==> config.mk <==
export PLATFORM = sky130hd
export DESIGN_NAME = instruction_fetch_unit_flat
export DESIGN_NICKNAME = d
export VERILOG_FILES = /design/src/rtl/fetch_pkg.sv /design/src/rtl/instruction_fetch_unit_if.sv /design/src/rtl/fetch_fifo.sv /design/src/rtl/instruction_fetch_unit.sv /design/src/flat_wrapper.sv
export SDC_FILE = /design/constraint.sdc
export NUM_CORES = 1
export LEC_CHECK = 0
export CAP_MARGIN = 20
export CORE_ASPECT_RATIO = 0.5
export CORE_MARGIN = 2
export CORE_UTILIZATION = 54
export CTS_BUF_LIST = sky130_fd_sc_hd__clkbuf_16
export DETAILED_ROUTE_END_ITERATION = 12
export MAX_ROUTING_LAYER = met4
export PLACE_DENSITY_LB_ADDON = 0.15
export REMOVE_ABC_BUFFERS = 1
export SETUP_SLACK_MARGIN = 0.5
export SLEW_MARGIN = 0
export SYNTH_ARGS = -nofsm -noshare
export SYNTH_HDL_FRONTEND = slang
export SYNTH_HIERARCHICAL = 1
export SYNTH_SLANG_ARGS = --single-unit
==> constraint.sdc <==
create_clock -name clk -period 15.85 [get_ports clk]
set_input_delay 3.17 -clock clk [delete_from_list [all_inputs] [get_ports clk]]
set_output_delay 3.17 -clock clk [all_outputs]
set_load 0.01 [all_outputs]
==> src/rtl/fetch_pkg.sv <==
// fetch_pkg: shared constants and entry type for the instruction fetch unit
package fetch_pkg;
  localparam int INST_BYTES = 4;
  localparam logic [31:0] DEFAULT_RESET_VECTOR = 32'h0040_0000;
  typedef struct packed {
    logic [31:0] pc;
    logic [31:0] inst;
  } fetch_entry_t;
endpackage

==> src/rtl/instruction_fetch_unit_if.sv <==
// instruction_fetch_unit_if: program-memory and decode-side signals of the fetch unit
interface instruction_fetch_unit_if #(parameter int DATA_WIDTH = 32);
  logic [DATA_WIDTH-1:0] Address_o, Instruction_i, Redirect_Target_i, Inst_o, Inst_PC_o;
  logic Redirect_i, Inst_Valid_o, Inst_Ready_i, Misaligned_o;
  modport master (
    output Address_o, Inst_Valid_o, Inst_o, Inst_PC_o, Misaligned_o,
    input  Instruction_i, Redirect_i, Redirect_Target_i, Inst_Ready_i
  );
  modport slave (
    input  Address_o, Inst_Valid_o, Inst_o, Inst_PC_o, Misaligned_o,
    output Instruction_i, Redirect_i, Redirect_Target_i, Inst_Ready_i
  );
endinterface

==> src/rtl/fetch_fifo.sv <==
// fetch_fifo: synchronous FIFO with flush; push and pop may coincide when full
module fetch_fifo #(
  parameter int W = 64,
  parameter int DEPTH = 2
) (
  input  logic         clk,
  input  logic         rst,
  input  logic         flush,
  input  logic         push,
  input  logic         pop,
  input  logic [W-1:0] din,
  output logic [W-1:0] dout,
  output logic         valid,
  output logic         full
);
  localparam int AW = $clog2(DEPTH);
  logic [W-1:0] mem [DEPTH];
  logic [AW-1:0] wp, rp;
  logic [AW:0] count;
  always_ff @(posedge clk) begin
    if (rst || flush) begin
      wp <= '0;
      rp <= '0;
      count <= '0;
    end else begin
      if (push) mem[wp] <= din;
      if (push) wp <= wp + AW'(1);
      if (pop) rp <= rp + AW'(1);
      count <= count + {{AW{1'b0}}, push} - {{AW{1'b0}}, pop};
    end
  end
  assign valid = count != '0;
  assign full = count == (AW+1)'(DEPTH);
  assign dout = valid ? mem[rp] : '0;
endmodule

==> src/rtl/instruction_fetch_unit.sv <==
// instruction_fetch_unit: PC, redirect and buffered hand-off of fetched instructions to decode.
// Define FETCH_MISALIGN_CHECK_EN to halt on a misaligned redirect target.
module instruction_fetch_unit
  import fetch_pkg::*;
#(
  parameter int DATA_WIDTH = 32,
  parameter logic [DATA_WIDTH-1:0] RESET_VECTOR = DEFAULT_RESET_VECTOR,
  parameter int FIFO_DEPTH = 2
) (
  input logic clk,
  input logic reset,
  instruction_fetch_unit_if.master bus
);
  logic [DATA_WIDTH-1:0] pc, tgt;
  logic halted, pop, push, full, valid;
  assign pop = valid && bus.Inst_Ready_i;
  assign push = !bus.Redirect_i && !halted && (!full || pop);
  assign bus.Address_o = pc;
  assign bus.Inst_Valid_o = valid;
`ifdef FETCH_MISALIGN_CHECK_EN
  logic mis;
  always_ff @(posedge clk) begin
    if (reset) mis <= 1'b0;
    else if (bus.Redirect_i && |bus.Redirect_Target_i[1:0]) mis <= 1'b1;
  end
  assign tgt = bus.Redirect_Target_i;
  assign halted = mis;
  assign bus.Misaligned_o = mis;
`else
  assign tgt = {bus.Redirect_Target_i[DATA_WIDTH-1:2], 2'b00};
  assign halted = 1'b0;
  assign bus.Misaligned_o = 1'b0;
`endif
  always_ff @(posedge clk) begin
    if (reset) pc <= RESET_VECTOR;
    else if (bus.Redirect_i) pc <= tgt;
    else if (push) pc <= pc + DATA_WIDTH'(INST_BYTES);
  end
  // redirect flushes the buffer, so a head accepted in that cycle is dropped
  fetch_fifo #(.W(2*DATA_WIDTH), .DEPTH(FIFO_DEPTH)) u_fifo (
    .clk(clk),
    .rst(reset),
    .flush(bus.Redirect_i),
    .push(push),
    .pop(pop),
    .din({pc, bus.Instruction_i}),
    .dout({bus.Inst_PC_o, bus.Inst_o}),
    .valid(valid),
    .full(full)
  );
endmodule

==> src/flat_wrapper.sv <==
// flat-port wrapper written by rule: the top's interface ports become plain ports
module instruction_fetch_unit_flat import fetch_pkg::*;
#(
  parameter int DATA_WIDTH = 32,
  parameter logic [DATA_WIDTH-1:0] RESET_VECTOR = DEFAULT_RESET_VECTOR,
  parameter int FIFO_DEPTH = 2
)
  (clk, reset, bus_Address_o, bus_Inst_Valid_o, bus_Inst_o, bus_Inst_PC_o, bus_Misaligned_o, bus_Instruction_i, bus_Redirect_i, bus_Redirect_Target_i, bus_Inst_Ready_i);
  instruction_fetch_unit_if #(.DATA_WIDTH(DATA_WIDTH)) bus_i ();
  input logic clk;
  input logic reset;
  output wire logic [$bits(bus_i.Address_o)-1:0] bus_Address_o;
  output wire logic [$bits(bus_i.Inst_Valid_o)-1:0] bus_Inst_Valid_o;
  output wire logic [$bits(bus_i.Inst_o)-1:0] bus_Inst_o;
  output wire logic [$bits(bus_i.Inst_PC_o)-1:0] bus_Inst_PC_o;
  output wire logic [$bits(bus_i.Misaligned_o)-1:0] bus_Misaligned_o;
  input wire logic [$bits(bus_i.Instruction_i)-1:0] bus_Instruction_i;
  input wire logic [$bits(bus_i.Redirect_i)-1:0] bus_Redirect_i;
  input wire logic [$bits(bus_i.Redirect_Target_i)-1:0] bus_Redirect_Target_i;
  input wire logic [$bits(bus_i.Inst_Ready_i)-1:0] bus_Inst_Ready_i;
  assign bus_Address_o = bus_i.Address_o;
  assign bus_Inst_Valid_o = bus_i.Inst_Valid_o;
  assign bus_Inst_o = bus_i.Inst_o;
  assign bus_Inst_PC_o = bus_i.Inst_PC_o;
  assign bus_Misaligned_o = bus_i.Misaligned_o;
  assign bus_i.Instruction_i = bus_Instruction_i;
  assign bus_i.Redirect_i = bus_Redirect_i;
  assign bus_i.Redirect_Target_i = bus_Redirect_Target_i;
  assign bus_i.Inst_Ready_i = bus_Inst_Ready_i;
  instruction_fetch_unit #(.DATA_WIDTH(DATA_WIDTH), .RESET_VECTOR(RESET_VECTOR), .FIFO_DEPTH(FIFO_DEPTH)) u_core (.clk(clk), .reset(reset), .bus(bus_i));
endmodule
* Yosys cells after proc, flatten, opt, wreduce, memory -nomap -nowiden
Memories as Yosys holds them, arrays and structs flattened. A register that Yosys moved wholly into a read port is not among the register bits.
Cells that the tools add are included.
** Storage, ports and cells
- Bits in read-only memories :: 0
- Word-level logic and storage cells :: 29
- Register bits after elaboration :: 36
- Bits in latches :: 0
- Memories kept :: 1
- Memory bits (writable) :: 128
- Bits of input ports :: 68
- Output and inout port bits :: 98
** Operators by class
- Reductions and logical operators :: 9
- Mux-type cells :: 8
- Bitwise logic cells :: 0
- Shifts and indexed selects :: 0
- $lt $le $gt $ge :: 0
- Add/sub/neg operators :: 5
- Equality and inequality tests :: 1
- Multipliers :: 0
- Divide/modulo/power cells :: 0
** Memory list
- u_core.u_fifo.mem :: depth 2, bits a word 64, rd ports 1, clocked after Yosys merged registers in 1, wr ports 1, RTL line fetch_fifo.sv:17 : logic [W-1:0] mem [DEPTH];
** Operators by type and width (count)
- $mux W32 :: 2
- $mux W64 :: 1
- $add A32 B3 Y32 const B :: 1
- $mux W1 :: 5
- $reduce_bool A2 Y1 :: 2
- $add A1 B1 Y1 const B :: 2
- $add A2 B1 Y2 :: 1
- $eq A2 B2 Y1 const B :: 1
- $logic_and A1 B1 Y1 :: 2
- $logic_not A1 Y1 :: 2
- $logic_or A1 B1 Y1 :: 2
- $reduce_or A2 Y1 :: 1
- $sub A2 B1 Y2 :: 1

* Longest topological paths before layout
Gate-level depths: netlist of the first run.
- Word-level depth :: 7
- Mapped depth :: 10
- Gate-level depth less buffers :: 8

* By module
Netlist of the first run, hierarchy kept.
** Modules (own cells, without submodules)
- fetch_fifo :: times used 1, area each 5106.1 um^2, sequential area each 3943.8 um^2, cells each 293
- instruction_fetch_unit :: times used 1, area each 1901.8 um^2, sequential area each 600.6 um^2, cells each 239

* Worst setup path after synthesis of the first run
Ideal clock, no wire load.
- Path type :: input to register
- Start :: in bus_Inst_Ready_i
- End :: mem u_core.u_fifo.mem[0][0], enable pin
- Data required time :: 15.180 ns
- Library setup time :: 0.670 ns
- Arrival :: 10.378 ns
- Stages :: 4
- Slack :: 4.802 ns
- Path through :: a21boi_1 > clkbuf_1 > nor2_1 > nor4b_1
** On the way
- Cells in the longest elaborated chain, start to end :: 6
** Ends and longest elaborated chain
- start: declaration :: RTL line flat_wrapper.sv:20 : input wire logic [$bits(bus_i.Inst_Ready_i)-1:0] bus_Inst_Ready_i;
- $logic_and A1 B1 Y1 :: RTL line instruction_fetch_unit.sv:16 : assign pop = valid && bus.Inst_Ready_i;
- $logic_or A1 B1 Y1 :: RTL line instruction_fetch_unit.sv:17 : assign push = !bus.Redirect_i && !halted && (!full || pop);
- $logic_and A1 B1 Y1 :: RTL line instruction_fetch_unit.sv:17
- net u_core.push :: RTL line instruction_fetch_unit.sv:15 : logic halted, pop, push, full, valid;
- $mux W1 :: RTL line fetch_fifo.sv:26 : if (push) mem[wp] <= din;
- $mux W1 :: RTL line fetch_fifo.sv:21 : if (rst || flush) begin
- $mux W1 (implied by the code) :: RTL line fetch_fifo.sv:26
- end: declaration :: RTL line fetch_fifo.sv:17
The timed path passes the listed nets, and every way through them passes these cells.

==> impl_metrics.py, run 1 <==
metrics = {
    "min_path": {
        "holdPathStages": 0,
        "hp-start": "u_core/bus.Address_o[13]",
        "worstHoldEndpoint": "u_core/u_fifo/mem[1][45]",
        "hold_class": "flop to flop",
    },
    "routing": {
        "drtIter0Drc": 288,
        "drc": 0,
        "finalWirelength_mm": 15.4,
        "top_layer_used": "met4",
        "ant_nets": 0,
        "viasPerCell": 5.63,
        "wl_met3_um": 900,
        "drt-pass1-iter-count": 5,
        "wl_per_cell_um": 17.7,
        "routed-wl-met2_mm": 7.43,
        "vias": 4905,
        "m1WireLength_mm": 6.89,
    },
    "flow_run": {
        "cap_violations": 0,
    },
    "logic_synthesis": {
        "ys_ff_latch": 163,
        "yosysWarnings": 6,
        "synthCells": 532,
        "ys_async_sr_fraction": 0,
        "synth-main-ff-cell": "edfxtp_1",
        "synth_edf_count": 128,
        "syn_area_per_cell_um2": 13.2,
        "syn_area_um2": 7010,
        "yosysSeqAreaShare": 0.648,
        "yosysUniqueCellTypes": 53,
    },
    "global_routing": {
        "grt_pass1_wl_mm": 24.0,
        "grt_max_degree": 65,
        "grt_usage": 0.235,
        "antenna_found_initial": 0,
        "grt_pass1_vias": 4715,
        "gr-total-overflow": 0,
    },
    "final_layout": {
        "drive_above_1_share": 0.0670,
        "final_common_cell": "clkdlybuf4s50_1",
        "nets": 759,
        "fin_cells": 871,
        "area_growth_pct": 32.0,
        "final_cell_mix": "160 x clkdlybuf4s50_1, 128 x edfxtp_1, 88 x nor2_1",
        "antenna_cells": 0,
    },
    "sta": {
        "maxSlewViolCount": 0,
        "rsz0062_at_grt": "no",
        "clock_skew_ns": 0.00650,
        "finalSetupViolCount": 0,
        "fmax_ghz": 0.172,
        "setup_slack_ns": 10.04,
        "min_period_over_period": 0.366,
        "whs_ns": 0.530,
        "hold_viol": 0,
        "timing.slew.headroom": 0.295,
        "worst_slew_pin_slew_ns": 1.06,
        "post-route-min-period_ns": 5.81,
        "finalSetupTns_ns": 0,
    },
    "placed_design": {
        "gp_congestion": 0.853,
        "placedCellCount": 839,
        "hpwl_mm": 9.42,
        "place_ws_ns": 9.77,
        "port_buffers": 160,
    },
    "cts": {
        "clockRootBuffer": "clkbuf_16",
        "ctsHtreeMaxLevel": 4,
        "clockBufferDepth": 2,
        "cts_buffers": 17,
        "clock-sinks": 163,
        "hold_buffers": 0,
        "worstSkewPairLatency_ns": 0.42,
        "cts_setup_buffers": 0,
        "cts_tree": "built",
        "clkSlewWorstSetupHoldPaths_ns": 0.07,
        "cts_resized": 0,
    },
    "power": {
        "power_uw": 1010,
        "p_leak_uw": 0.00296,
        "p_per_area_nw_per_um2": 109,
        "vdd_ir_drop_max_mv": 0.0705,
    },
    "critical_path": {
        "critical_path_class": "flop to output port",
        "r2r_start": "u_core/u_fifo/count[1]",
        "arrival_ns": 2.64,
        "start_kind": "flop",
        "regToRegEndpoint": "u_core/u_fifo/mem[0][26]",
        "crit_required_ns": 12.68,
        "critPathMaxFanout": 59,
        "rr_worst_depth": 6,
        "r2r_slack_ns": 12.91,
        "cp-end-kind": "output port",
    },
    "die": {
        "start_util": 0.553,
        "die_height_um": 84.6,
        "io_pins": 166,
        "die_area_um2": 14000,
        "die_w_um": 165,
        "core_um2": 12700,
        "num_rows": 29,
    },
    "outcome": {
        "outcome": "finished clean",
    },
}
cell families after synthesis:
kind of cell,synth area share
and+or+nand+nor,0.135
buffers and inverters,0.0400
other,0.000535
adders and majority gates,0.00536
xor gates and xnor gates,0.0182
AOI/OAI and AO/OA,0.0614
DFF,0.648
muxes,0.0914
routing by layer:
layer,track usage,vias up
met1,0.310,2378
met3,0.0375,14
met5,-,-
met4,0.0767,0
li1,-,2337
met2,0.375,176
final cells by class:
type | instances | area, µm²
flip-flops and latches | 163 | 4550
fillers | 888 | 3420
multi-input cells | 332 | 2220
repair buffers | 167 | 1650
clock buffers | 17 | 425
well taps | 170 | 213
clock inverters | 15 | 156
inverters | 7 | 26.3
Yosys cell counts (9+ instances only):
cell      instances  share of area
nor2_1           89          0.048
nand2_1          15         0.0080
nor3_1           10         0.0071
nand4_1          11         0.0098
mux2i_1          64          0.091
buf_4             9         0.0096
clkbuf_1         14         0.0075
nor4_1           12          0.011
a311oi_1         16          0.020
or4_1            10          0.011
dfxtp_1          35           0.10
edfxtp_1        128           0.55
nand3_1          10         0.0071
worst max path at each step:
stage | startpoint | endpoint | slack (ns) | cells after the start
2_1_floorplan | bus_Inst_Ready_i | u_core/u_fifo/mem[0][0] | 4.86 | 3
3_3_place_gp | bus_Redirect_i | u_core/u_fifo/mem[0][3] | 9.82 | 5
3_5_place_dp | bus_Redirect_i | u_core/u_fifo/mem[0][22] | 9.77 | 5
4_1_cts | flop | bus_Inst_PC_o[15] | 10.05 | 4
5_1_grt | flop | bus_Inst_o[4] | 9.90 | 4
6_report | flop | bus_Inst_PC_o[15] | 10.04 | 4
state kept, by name, indices dropped and copies added, names as in the netlist, named ones only:
name                  cells
u_core/u_fifo/count       2
u_core/bus.Address_o     30
u_core/u_fifo/rp          1
u_core/u_fifo/wp          1
u_core/u_fifo/mem       128
per-stage QoR:
step / instance area [µm²] / utilization
2_1_floorplan: 6780 / -
3_3_place_gp: 8670 / 0.684
3_5_place_dp: 8670 / 0.684
4_1_cts: 9250 / 0.730
5_1_grt: 9250 / 0.730
6_report: 9250 / 0.730
worst max-delay path, stage by stage (launching register included):
cell,delay (ns)
dfxtp_4,0.41
buf_4,0.81
mux2i_1,0.19
nor2_1,0.16
clkdlybuf4s50_1,0.57
report_power, final:
| group | leakage (µW) | internal [µW] | switching (µW) |
|---|---|---|---|
| Sequential | 0.00146 | 475 | 13.7 |
| Combinational | 0.00121 | 62.1 | 53.9 |
| Clock | 0.000286 | 211 | 189 |
No activity file was read; power rests on OpenSTA's default activity.
==> run 2, diff against run 1 <==
--- a/config.mk
+++ b/config.mk
@@ -8,7 +8,7 @@
 export CAP_MARGIN = 20
 export CORE_ASPECT_RATIO = 0.5
 export CORE_MARGIN = 2
-export CORE_UTILIZATION = 54
+export CORE_UTILIZATION = 50
 export CTS_BUF_LIST = sky130_fd_sc_hd__clkbuf_16
 export DETAILED_ROUTE_END_ITERATION = 12
 export MAX_ROUTING_LAYER = met4
==> constraint.sdc (replaced) <==
create_clock -name clk -period 5.4 [get_ports clk]
set_input_delay 1.08 -clock clk [delete_from_list [all_inputs] [get_ports clk]]
set_output_delay 1.08 -clock clk [all_outputs]
set_load 0.01 [all_outputs]
==> impl_metrics.py, run 2 (synthesis gave the netlist of run 1 again) <==
metrics = {
    "outcome": {
        "outcome": "finished clean",
    },
    "cts": {
        "clockRootBuffer": "clkbuf_16",
        "cts_resized": 0,
        "hold_buffers": 0,
        "ctsHtreeMaxLevel": 4,
        "clockBufferDepth": 2,
        "worstSkewPairLatency_ns": 0.42,
        "cts_setup_buffers": 0,
        "clkSlewWorstSetupHoldPaths_ns": 0.06,
        "clock-sinks": 163,
        "cts_tree": "built",
        "cts_buffers": 17,
    },
    "flow_run": {
        "cap_violations": 0,
    },
    "global_routing": {
        "antenna_found_initial": 0,
        "grt_pass1_wl_mm": 23.9,
        "grt_pass1_vias": 4653,
        "grt_usage": 0.217,
        "grt_max_degree": 65,
        "gr-total-overflow": 0,
    },
    "sta": {
        "finalSetupViolCount": 0,
        "whs_ns": 0.534,
        "timing.slew.headroom": 0.361,
        "rsz0062_at_grt": "no",
        "maxSlewViolCount": 0,
        "post-route-min-period_ns": 3.75,
        "fmax_ghz": 0.267,
        "clock_skew_ns": 0.0152,
        "min_period_over_period": 0.695,
        "hold_viol": 0,
        "worst_slew_pin_slew_ns": 0.959,
    },
    "routing": {
        "drtIter0Drc": 338,
        "ant_nets": 0,
        "vias": 4914,
        "wl_per_cell_um": 17.5,
        "viasPerCell": 5.48,
        "drc": 0,
        "finalWirelength_mm": 15.7,
        "drt-pass1-iter-count": 7,
    },
    "die": {
        "core_um2": 13600,
        "io_pins": 166,
        "start_util": 0.514,
        "die_w_um": 171,
        "die_height_um": 87.7,
        "die_area_um2": 15000,
        "num_rows": 30,
    },
    "critical_path": {
        "crit_required_ns": 4.32,
        "critPathMaxFanout": 46,
        "start_kind": "flop",
        "critical_path_class": "flop to output port",
        "arrival_ns": 2.67,
        "cp-end-kind": "output port",
    },
    "power": {
        "combPwrFrac": 0.116,
        "p_per_area_nw_per_um2": 315,
        "p_int_uw": 2220,
        "clock_power_share": 0.391,
        "p_switching_uw": 701,
        "switching_share": 0.240,
        "power_uw": 2920,
        "p_leak_uw": 0.00296,
        "vdd_ir_drop_max_mv": 0.233,
        "pwr-share-seq": 0.493,
    },
    "final_layout": {
        "antenna_cells": 0,
        "area_growth_pct": 32.3,
        "final_common_cell": "clkdlybuf4s50_1",
        "drive_above_1_share": 0.0696,
        "largest-register": "u_core/u_fifo/mem",
        "nets": 762,
        "final_cell_mix": "160 x clkdlybuf4s50_1, 128 x edfxtp_1, 88 x nor2_1",
        "largest_register_ff_count": 128,
    },
    "placed_design": {
        "hpwl_mm": 9.86,
        "gp_congestion": 0.781,
        "port_buffers": 160,
    },
    "min_path": {
        "hold_class": "flop to flop",
    },
}
-- run 2: changes by cell type in the layout (fill, tap and decap cells not counted), sizes merged --
cell      before  now
inv           16   11
buf            7   10
bufinv         0    1
clkinv         5    7
clkinvlp       1    3
-- run 2: area by class of cell --
type,instances,area (µm²)
timing repair buffer,170,1680
tap,192,240
clock buffer,17,425
clock inverter,15,131
fill,994,4360
inverter,7,26.3
multi-input combinational,332,2220
sequential,163,4550
-- run 2: routing by layer --
| metal | track usage | share of wire |
|---|---|---|
| met1 | 0.271 | 0.45 |
| met2 | 0.346 | 0.48 |
| met3 | 0.0511 | 0.060 |
| met4 | 0.0847 | 0.016 |
| met5 | - | 0 |
-- run 2: path summary, 6_finish.rpt --
path,endpoint,cells after the start,slack (ns),from
worst max-delay path,bus_Inst_o[7],4,1.65,flop
worst min-delay path,u_core/u_fifo/mem[0][42],0,0.53,u_core/bus.Address_o[10]
worst max register to register,u_core/u_fifo/mem[1][37],7,2.57,u_core/u_fifo/count[1]
worst min register to register,u_core/u_fifo/mem[0][42],0,0.53,u_core/bus.Address_o[10]
-- run 2: per-stage QoR --
step | cell area (µm²) | std cells | utilization | worst slack [ns] | TNS (ns)
3_3_place_gp | 8710 | 864 | 0.639 | 2.04 | 0
4_1_cts | 9270 | 896 | 0.680 | 1.62 | 0
2_1_floorplan | 6780 | 502 | - | -3.70 | -237.04
5_1_grt | 9270 | 896 | 0.680 | 1.53 | 0
3_5_place_dp | 8710 | 864 | 0.639 | 2.00 | 0
6_report | 9270 | 896 | 0.680 | 1.65 | 0
-- run 2: critical path: stages, from the launching register on --
cell	delay [ns]
dfxtp_4	0.92
buf_4	0.47
mux2i_1	0.25
nor2_1	0.06
clkdlybuf4s50_1	0.52
-- run 2: power by group through the flow --
| stage | Combinational, µW | Sequential (µW) | Clock, µW |
|---|---|---|---|
| finish | 338 | 1440 | 1140 |
| global route | 365 | 1450 | 1220 |
| CTS | 341 | 1440 | 1160 |
| detailed placement | 339 | 1470 | 0 |
| global placement | 335 | 1460 | 0 |
| floorplan | 133 | 1470 | 0 |
